File: src/rtl/gpio_ctrl_param.sv
// Parametrised GPIO peripheral with a synchronised and filtered input port and atomic output aliases.
// It also provides rise/fall edge capture into sticky W1C flags and a single registered interrupt.
module gpio_ctrl_param #(
   parameter int NUM_IN  = 16,
   parameter int NUM_OUT = 8,
   parameter int DIV_W   = 16,
   parameter int FILT_W  = 4
) (
   input  logic               clk,
   input  logic               rst_n,
   input  logic               sel,
   input  logic [11:0]        addr,
   input  logic [2:0]         we,
   input  logic [31:0]        wdata,
   output logic [31:0]        rdata,
   input  logic [NUM_IN-1:0]  gpio_pin_in,
   output logic [NUM_OUT-1:0] gpio_pin_out,
   output logic               irq
);

   localparam logic [9:0] A_FILT   = 10'h000;
   localparam logic [9:0] A_REFDIV = 10'h001;
   localparam logic [9:0] A_IN     = 10'h004;
   localparam logic [9:0] A_OUT    = 10'h008;
   localparam logic [9:0] A_SET    = 10'h009;
   localparam logic [9:0] A_CLR    = 10'h00A;
   localparam logic [9:0] A_TGL    = 10'h00B;
   localparam logic [9:0] A_RISE   = 10'h00C;
   localparam logic [9:0] A_FALL   = 10'h00D;
   localparam logic [9:0] A_STAT   = 10'h00F;

   logic [FILT_W-1:0]  filt_q, filt_nxt;
   logic [DIV_W-1:0]   refdiv_q, refdiv_nxt, div_cnt;
   logic [NUM_OUT-1:0] out_q, out_nxt;
   logic [NUM_IN-1:0]  rise_en, rise_nxt, fall_en, fall_nxt;
   logic [NUM_IN-1:0]  stat_q, w1c, edge_set;
   logic [NUM_IN-1:0]  sync1, sync2, in_q, in_d;
   logic [FILT_W-1:0]  fcnt [NUM_IN];
   logic [9:0]         idx;
   logic [31:0]        lane_mask, lanes;
   logic               wr, filt_wr, refdiv_wr, tick;
   logic               unused_addr;

   assign idx         = addr[11:2];
   assign unused_addr = &{1'b0, addr[1:0]};
   assign wr          = sel & we[2];
   assign filt_wr     = wr && (idx == A_FILT);
   assign refdiv_wr   = wr && (idx == A_REFDIV);
   assign lanes       = wdata & lane_mask;
   assign tick        = (div_cnt == refdiv_q);
   assign edge_set    = (in_q & ~in_d & rise_en) | (~in_q & in_d & fall_en);
   assign gpio_pin_out = out_q;

   always_comb begin
      case (we[1:0])
         2'b00:   lane_mask = 32'h0000_00FF;
         2'b01:   lane_mask = 32'h0000_FFFF;
         default: lane_mask = 32'hFFFF_FFFF;
      endcase
   end

   // Register write decode; only the addressed byte lanes are merged into the old value
   always_comb begin
      filt_nxt   = filt_q;
      refdiv_nxt = refdiv_q;
      out_nxt    = out_q;
      rise_nxt   = rise_en;
      fall_nxt   = fall_en;
      w1c        = '0;
      if (wr) begin
         case (idx)
            A_FILT:   filt_nxt   = FILT_W'((32'(filt_q) & ~lane_mask) | lanes);
            A_REFDIV: refdiv_nxt = DIV_W'((32'(refdiv_q) & ~lane_mask) | lanes);
            A_OUT:    out_nxt    = NUM_OUT'((32'(out_q) & ~lane_mask) | lanes);
            A_SET:    out_nxt    = out_q | NUM_OUT'(lanes);
            A_CLR:    out_nxt    = out_q & ~NUM_OUT'(lanes);
            A_TGL:    out_nxt    = out_q ^ NUM_OUT'(lanes);
            A_RISE:   rise_nxt   = NUM_IN'((32'(rise_en) & ~lane_mask) | lanes);
            A_FALL:   fall_nxt   = NUM_IN'((32'(fall_en) & ~lane_mask) | lanes);
            A_STAT:   w1c        = NUM_IN'(lanes);
            default:  ;
         endcase
      end
   end

   always_comb begin
      rdata = '0;
      if (sel) begin
         case (idx)
            A_FILT:   rdata = 32'(filt_q);
            A_REFDIV: rdata = 32'(refdiv_q);
            A_IN:     rdata = 32'(in_q);
            A_OUT:    rdata = 32'(out_q);
            A_RISE:   rdata = 32'(rise_en);
            A_FALL:   rdata = 32'(fall_en);
            A_STAT:   rdata = 32'(stat_q);
            default:  rdata = '0;
         endcase
      end
   end

   always_ff @(posedge clk or negedge rst_n) begin
      if (!rst_n) begin
         filt_q   <= '0;
         refdiv_q <= '0;
         out_q    <= '0;
         rise_en  <= '0;
         fall_en  <= '0;
         stat_q   <= '0;
         irq      <= 1'b0;
         div_cnt  <= '0;
      end else begin
         filt_q   <= filt_nxt;
         refdiv_q <= refdiv_nxt;
         out_q    <= out_nxt;
         rise_en  <= rise_nxt;
         fall_en  <= fall_nxt;
         // A new edge wins over a coincident W1C of the same bit
         stat_q   <= (stat_q & ~w1c) | edge_set;
         irq      <= |stat_q;
         if (refdiv_wr || tick) div_cnt <= '0;
         else                   div_cnt <= div_cnt + DIV_W'(1);
      end
   end

   // Synchroniser, per-bit glitch filter and the edge-detect history of IN
   always_ff @(posedge clk or negedge rst_n) begin
      if (!rst_n) begin
         sync1 <= '0;
         sync2 <= '0;
         in_q  <= '0;
         in_d  <= '0;
         for (int i = 0; i < NUM_IN; i++) fcnt[i] <= '0;
      end else begin
         sync1 <= gpio_pin_in;
         sync2 <= sync1;
         in_d  <= in_q;
         for (int i = 0; i < NUM_IN; i++) begin
            if (filt_q == '0) begin
               in_q[i] <= sync2[i];
               fcnt[i] <= '0;
            end else if (tick) begin
               if (sync2[i] == in_q[i]) begin
                  fcnt[i] <= '0;
               end else if (fcnt[i] + FILT_W'(1) == filt_q) begin
                  in_q[i] <= sync2[i];
                  fcnt[i] <= '0;
               end else begin
                  fcnt[i] <= fcnt[i] + FILT_W'(1);
               end
            end
            if (filt_wr) fcnt[i] <= '0;
         end
      end
   end

endmodule

File: config.mk
export PLATFORM = sky130hd
export DESIGN_NAME = gpio_ctrl_param
export DESIGN_NICKNAME = d
export VERILOG_FILES = /design/src/rtl/gpio_ctrl_param.sv
export SDC_FILE = /design/constraint.sdc
export NUM_CORES = 1
export LEC_CHECK = 0
export ABC_AREA = 1
export BUFFER_PORTS_ARGS = -buffer_cell sky130_fd_sc_hd__buf_2
export CORE_MARGIN = 1.5
export CORE_UTILIZATION = 45
export CTS_BUF_LIST = sky130_fd_sc_hd__clkbuf_4 sky130_fd_sc_hd__clkbuf_8
export DETAILED_ROUTE_END_ITERATION = 8
export GPL_TIMING_DRIVEN = 1
export SKIP_LAST_GASP = 1
export SLEW_MARGIN = 5
export SYNTH_ARGS = -nofsm -noshare
export SYNTH_HDL_FRONTEND = slang
export SYNTH_SLANG_ARGS = --single-unit
File: constraint.sdc
create_clock -name clk -period 3.5 [get_ports clk]
set_clock_uncertainty 0.05 [all_clocks]
set_input_delay 0.875 -clock clk [delete_from_list [all_inputs] [get_ports clk]]
set_output_delay 0.875 -clock clk [all_outputs]
set_load 0.03 [all_outputs]
After elaboration in Yosys (flattened, before gate mapping)

Cells that the tools add are included.

Word-level logic and storage cells: 344
Input port bits: 66
Register bits: 221
Output and inout bits: 41

Bitwise gates (word level): 27
Multiplexer cells: 151
Equal/unequal tests: 59
Reductions and logical operators: 47
Add/sub/neg operators: 17

Operators with widths:

| operator                                                               | number |
|---|---|
| 4-bit two-way mux                                                      | 80 |
| 16-bit bitwise AND                                                     | 9 |
| 16-bit case mux with 7 select lines                                    | 1 |
| 16-bit OR                                                              | 5 |
| 10-bit by 4-bit equality test with 1-bit output, second input constant | 7 |
| 4-bit by 1-bit adder with 4-bit output, second input constant          | 16 |
| 4-bit equality test                                                    | 16 |
| 1-bit two-way mux                                                      | 64 |
| 16-bit two-way mux                                                     | 4 |
| 16-bit inverter                                                        | 4 |
| 3-bit AND reduction                                                    | 16 |
| 2-bit nonzero test                                                     | 17 |
| 16-bit case mux with 2 select lines                                    | 1 |
| 8-bit case mux with 4 select lines                                     | 1 |
| 2-bit != test, second input constant                                   | 13 |
| 16-bit by 1-bit adder with 16-bit output, second input constant        | 1 |
| 8-bit bitwise AND                                                      | 2 |
| 1-bit equality test                                                    | 16 |
| 16-bit equality test                                                   | 1 |
| 8-bit OR                                                               | 2 |
| 16-bit OR reduction                                                    | 1 |
| 10-bit by 1-bit equality test with 1-bit output, second input constant | 1 |
| 10-bit by 3-bit equality test with 1-bit output, second input constant | 1 |
| 10-bit zero test                                                       | 1 |
| other kinds (14)                                                       | 21 |

Logic depth before layout (Yosys ltp)

Depth after elaboration: 8
Gate-level depth with buffers: 13

Worst setup path before layout

No wires, ideal clock.

Path type: in2out
Start: in addr[9]
End: out rdata[15]
Setup slack: 0.285 ns
Data required time: 2.575 ns
Cell stages on the path: 10
Arrival: 2.290 ns
Path buffers: 1
Cells stage by stage: nor2_2 > nand3_4 > nor2_4 > nand2_4 > inv_4 > buf_6 > nand2_1 > nand2_1 > nor2_1 > a21oi_1

Cells in the longest elaborated chain, start to end: 3
Elaborated cells on any way between the ends: 9
Those cells by class: eq/ne (6); mux (2); reduce/logical (1)

Ends and longest elaborated chain:

| item                                                                          | RTL line | text |
|---|---|---|
| start: declaration                                                            | 12       | `input logic [11:0] addr,` |
| 10-bit by 4-bit equality test with 1-bit output, or another cell as far along | 89       | `case (idx)` |
| 16-bit case mux with 7 select lines (*)                                       | 89       |  |
| 16-bit two-way mux (*)                                                        | 88       | `if (sel) begin` |
| end: declaration                                                              | 15       | `output logic [31:0] rdata,` |

Mark *: on every way between the ends. The rest lies on a longest branch, timed or not.

Worst setup path after layout

Start: in addr[2]
End: out rdata[11]

Same word-level chain as after synthesis.

==> impl.org <==
** Cells and area
- Core occupancy in the finished layout :: 0.5159
- Area overhead of the layout relative to synthesis :: 12.86%
- # nets final :: 2047
- Count of inserted antenna diode cells :: 0
- Fill cell instance count of the final layout :: 2796
- Design area :: 14770 um^2
- Of the cells placed in the final design, the portion with a size suffix greater than 1 is 0.1153.

** Global routing
- Number of global-route vias before repair :: about 12k
- The initial antenna violation count came to 0.
- Entering global routing, the biggest net connects just under 80 pins.
- Global routing finished with a remaining overflow of 0.
- Across every metal layer, demand over resource in global routing totals 0.2543.
- Global-route wire length before repair :: 61200 um

** CTS
- At the later pin of the worst-skew pair, clock insertion delay measures 550 ps.
- Clock slew seen by the registers of the worst setup and hold paths :: 60 ps
- H-Tree Level Count :: 2
- Number of hold buffers added after cts :: 0
- Buffers from clock root to sink, at most :: 3
- The clock net in this run drives a total of 221 sinks.
- Buffers inserted during clock tree synthesis total 40.
- TritonCTS built the clock tree.
- Clock Tree Root :: sky130_fd_sc_hd__clkbuf_8

** Timing
- Count of final setup violators :: 0
- The final max-slew violation count is 0.
- Setup repair after global routing left no endpoint under its margin.
- Min Clock Period, post-route :: between 3000 and 4000 ps
- Worst slew pin tran :: about 730 ps
- Setup total negative slack on the finished layout was measured at 0 ps.
- Period Utilization, post-route :: 0.9568
- Final-report hold violation count :: 0
- Static timing analysis puts the maximum clock frequency at 298.6 MHz.
- The worst pin sits at a relative slew slack of 0.5068.

** Floorplanning
- The floorplan step set the die width to 173.5 um.
- Site row count :: 62
- Die outline area :: roughly 30000 um^2
- Initial core utilization :: 0.4571
- Chip height :: 173.5 um
- Core region area :: 28630 um^2
- Pin placement for this block handled about 110 I/O pins.

** Power
- The analysis attributes to net switching a power of between 1.5 and 2 mW.
- Static leakage :: 7.372 nW
- The share of total power dissipated in the clock network is 0.405.
- The share of total power dissipated in combinational logic is 0.136.
- Pwr dens :: 403.6 nW/um^2
- Proportion of power drawn by flip-flops and latches :: 0.460
- Internal power of the cells :: approximately 4.2 mW
- Max VDD drop :: 0.0002475 V
- Of the total power, the share spent switching nets is 0.2986.
- Overall power after layout :: 5.959 mW

** Drt
- Wirelength, routed :: 37520 um
- The first TritonRoute pass finished after 5 iterations.
- In this run the remaining antenna-violating nets after routing total 0.
- First-iteration detailed-routing DRC count :: 918
- The detailed router placed 12.62k vias in this run.
- DR WL/cell :: 15.89 um
- In the routed design, unresolved DRC markers number 0.
- After detailed routing, the number of vias per cell comes to roughly 5.3.

** Placement
- Total cell area at the placement stage :: around 14000 um^2
- Number of port buffers :: 72
- The congestion estimate from routability-driven global placement came to approximately 0.89.
- Detailed placement ended at an HPWL of 25840 um.

** Hold path
- Classification of the worst-slack hold path :: in2async

** Yosys
- After synthesis, the netlist uses 41 different library cells.
- Number of synthesized flops with an enable pin :: 0
- Gate Count Post-Synth :: 1848
- Total number of yosys warnings :: 0
- Post-Syn Area :: 13080 um^2
- Share of synthesized registers carrying an async set or reset :: 1.000
- For this run, the register share of the synthesized area comes to 0.4227.
- In this run, synthesis produced a sequential element count of 221.
- Avg Cell Area, Syn :: 7.080 um^2
- In the synthesized netlist the dominant register cell turns out to be sky130_fd_sc_hd__dfrtp_1.

** Critical path
- The setup path with the least slack is of type in2out.
- Crit path required time :: about 2600 ps
- Type of origin of the critical path :: input port
- Critical path capture point type :: output pin
- Critical Path AT :: ~2400 ps
- Reg-to-reg critical path startpoint :: div_cnt[10]
- The endpoint identified for the worst register-to-register timing path is fcnt[8].
- Crit path max fanout :: 12
- Origin of the worst setup path :: addr[2]
- R2R depth :: 11
- The worst register-to-register path has a setup slack of approximately 1300 ps.

** Run status
- The flow ran to the end, and the final reports show no timing, DRC or antenna violations.

** Run
- Across the run, the number of max-cap violations was 0.
worst max-delay path: stages:
cell	delay, ps
sky130_fd_sc_hd__buf_2	140
sky130_fd_sc_hd__inv_1	70
sky130_fd_sc_hd__nor2_2	100
sky130_fd_sc_hd__nand2_1	90
sky130_fd_sc_hd__nor2_4	220
sky130_fd_sc_hd__nand2_4	90
sky130_fd_sc_hd__inv_6	130
sky130_fd_sc_hd__buf_4	180
sky130_fd_sc_hd__nand2_1	60
sky130_fd_sc_hd__nand3_1	80
sky130_fd_sc_hd__nor2_1	40
sky130_fd_sc_hd__nor2_1	90
sky130_fd_sc_hd__buf_2	220
cells by family after synthesis:
| group | share of synthesized area |
|---|---|
| AOI/OAI and AO/OA | 0.07344 |
| and+or+nand+nor | 0.3729 |
| other | 0.0002866 |
| adders and majority gates | 0.02391 |
| DFF | 0.4227 |
| xor gates and xnor gates | 0.01473 |
| buffers and inverters | 0.09209 |
through the flow:
stage / cells / worst slack (ps) / hold WS (ps)
after detailed placement: 2297 / 82.15 / 284.7
final: 2361 / 151.4 / 246.2
after floorplan: 1863 / 284.6 / 281.2
after CTS: 2360 / 78.83 / 265.3
after global placement: 2297 / 81.06 / 284.4
after global routing: 2361 / 8.547 / 299.2
power by group through the flow:
stage / Combinational, mW / Sequential (mW) / Clock [mW]
final: 0.808 / 2.74 / 2.41
after global routing: 0.898 / 2.75 / 2.60
after CTS: 0.804 / 2.74 / 2.48
after detailed placement: 0.802 / 2.78 / 0
after global placement: 0.794 / 2.78 / 0
after floorplan: 0.536 / 2.76 / 0
synth_stat cells (2+ instances only):
master                     instances  area, um^2
sky130_fd_sc_hd__inv_2            15       56.30
sky130_fd_sc_hd__nor3b_1           5       37.54
sky130_fd_sc_hd__a21oi_1          43       215.2
sky130_fd_sc_hd__nor4_1            4       25.02
sky130_fd_sc_hd__nand4_1          85       531.8
sky130_fd_sc_hd__buf_6             8       90.09
sky130_fd_sc_hd__nand2_2           3       18.77
sky130_fd_sc_hd__nor2_4            2       22.52
sky130_fd_sc_hd__nor2_2            9       56.30
sky130_fd_sc_hd__o21ai_1          54       270.3
sky130_fd_sc_hd__nor2_1          121       454.2
sky130_fd_sc_hd__o21a_1            2       15.01
sky130_fd_sc_hd__o221ai_1          7       61.31
sky130_fd_sc_hd__o21ai_0          57       285.3
sky130_fd_sc_hd__nand3_2           3       30.03
sky130_fd_sc_hd__nor3_1           18       90.09
sky130_fd_sc_hd__buf_4            16       120.1
sky130_fd_sc_hd__a31oi_1           9       56.30
sky130_fd_sc_hd__inv_1           189       709.4
sky130_fd_sc_hd__nand2_1         659        2474
sky130_fd_sc_hd__o211ai_1          5       37.54
sky130_fd_sc_hd__clkbuf_1          7       26.28
sky130_fd_sc_hd__nand3_1         205        1026
sky130_fd_sc_hd__buf_1             2       7.510
sky130_fd_sc_hd__nand2_4           5       56.30
sky130_fd_sc_hd__xnor2_1          17       148.9
sky130_fd_sc_hd__xor2_1            5       43.79
sky130_fd_sc_hd__ha_1             25       312.8
sky130_fd_sc_hd__dfrtp_1         221        5530
sky130_fd_sc_hd__o22ai_1           2       12.51
sky130_fd_sc_hd__buf_2            35       175.2
final cells by class:
type	instances	area, um^2	share of cell area
Timing Repair Buffer	120	789.5	0.05347
Sequential cell	221	5530	0.3745
Tap cell	384	480.5	0.03254
Inverter	207	783.3	0.05304
Multi-Input combinational cell	1366	6416	0.4345
Clock inverter	5	37.54	0.002542
Clock buffer	58	729.5	0.04940
layer usage:
metal	vias to the layer above	global-route usage	routed length [um]
li1	6206	-	-
met1	5961	0.3625	17600
met2	379	0.3971	16680
met3	77	0.03509	2255
met4	0	0.08732	981
met5	-	0	0
repair_timing:
action,in CTS,in global routing
buffers inserted,0,1
gates resized for setup,0,8
setup endpoints to repair,0,11
placed cells by master (no fill, tap or decap), types with 2 or more instances in the layout:
master and instances:
sky130_fd_sc_hd__buf_12 4, sky130_fd_sc_hd__nand2_4 5, sky130_fd_sc_hd__clkbuf_4 13, sky130_fd_sc_hd__inv_1 189, sky130_fd_sc_hd__clkbuf_8 47, sky130_fd_sc_hd__nor3b_1 5, sky130_fd_sc_hd__clkinv_2 3, sky130_fd_sc_hd__nor4_1 4
sky130_fd_sc_hd__o221ai_1 7, sky130_fd_sc_hd__nor3_1 18, sky130_fd_sc_hd__nor2_2 8, sky130_fd_sc_hd__nand2_2 4, sky130_fd_sc_hd__buf_2 69, sky130_fd_sc_hd__ha_1 25, sky130_fd_sc_hd__nor2_4 3, sky130_fd_sc_hd__a31oi_1 9
sky130_fd_sc_hd__o22ai_1 2, sky130_fd_sc_hd__inv_6 2, sky130_fd_sc_hd__o21a_1 2, sky130_fd_sc_hd__xor2_1 5, sky130_fd_sc_hd__o21ai_1 55, sky130_fd_sc_hd__inv_2 15, sky130_fd_sc_hd__a21oi_1 42, sky130_fd_sc_hd__nand2_1 658
sky130_fd_sc_hd__nand3_2 3, sky130_fd_sc_hd__buf_4 43, sky130_fd_sc_hd__nand3_1 205, sky130_fd_sc_hd__o21ai_0 56, sky130_fd_sc_hd__nand4_1 85, sky130_fd_sc_hd__dfrtp_1 221, sky130_fd_sc_hd__xnor2_1 17, sky130_fd_sc_hd__nor2_1 121
sky130_fd_sc_hd__conb_1 16, sky130_fd_sc_hd__o211ai_1 5
how the worst max path moves through the flow:
stage	slack [ps]	depth (start not counted)	endpoint
after global placement	80	11	rdata[4]
after floorplan	280	10	rdata[15]
after global routing	9	12	rdata[2]
final	150	13	rdata[11]
after CTS	80	11	rdata[0]
after detailed placement	80	11	rdata[0]
(Power assumes the default switching activity.)
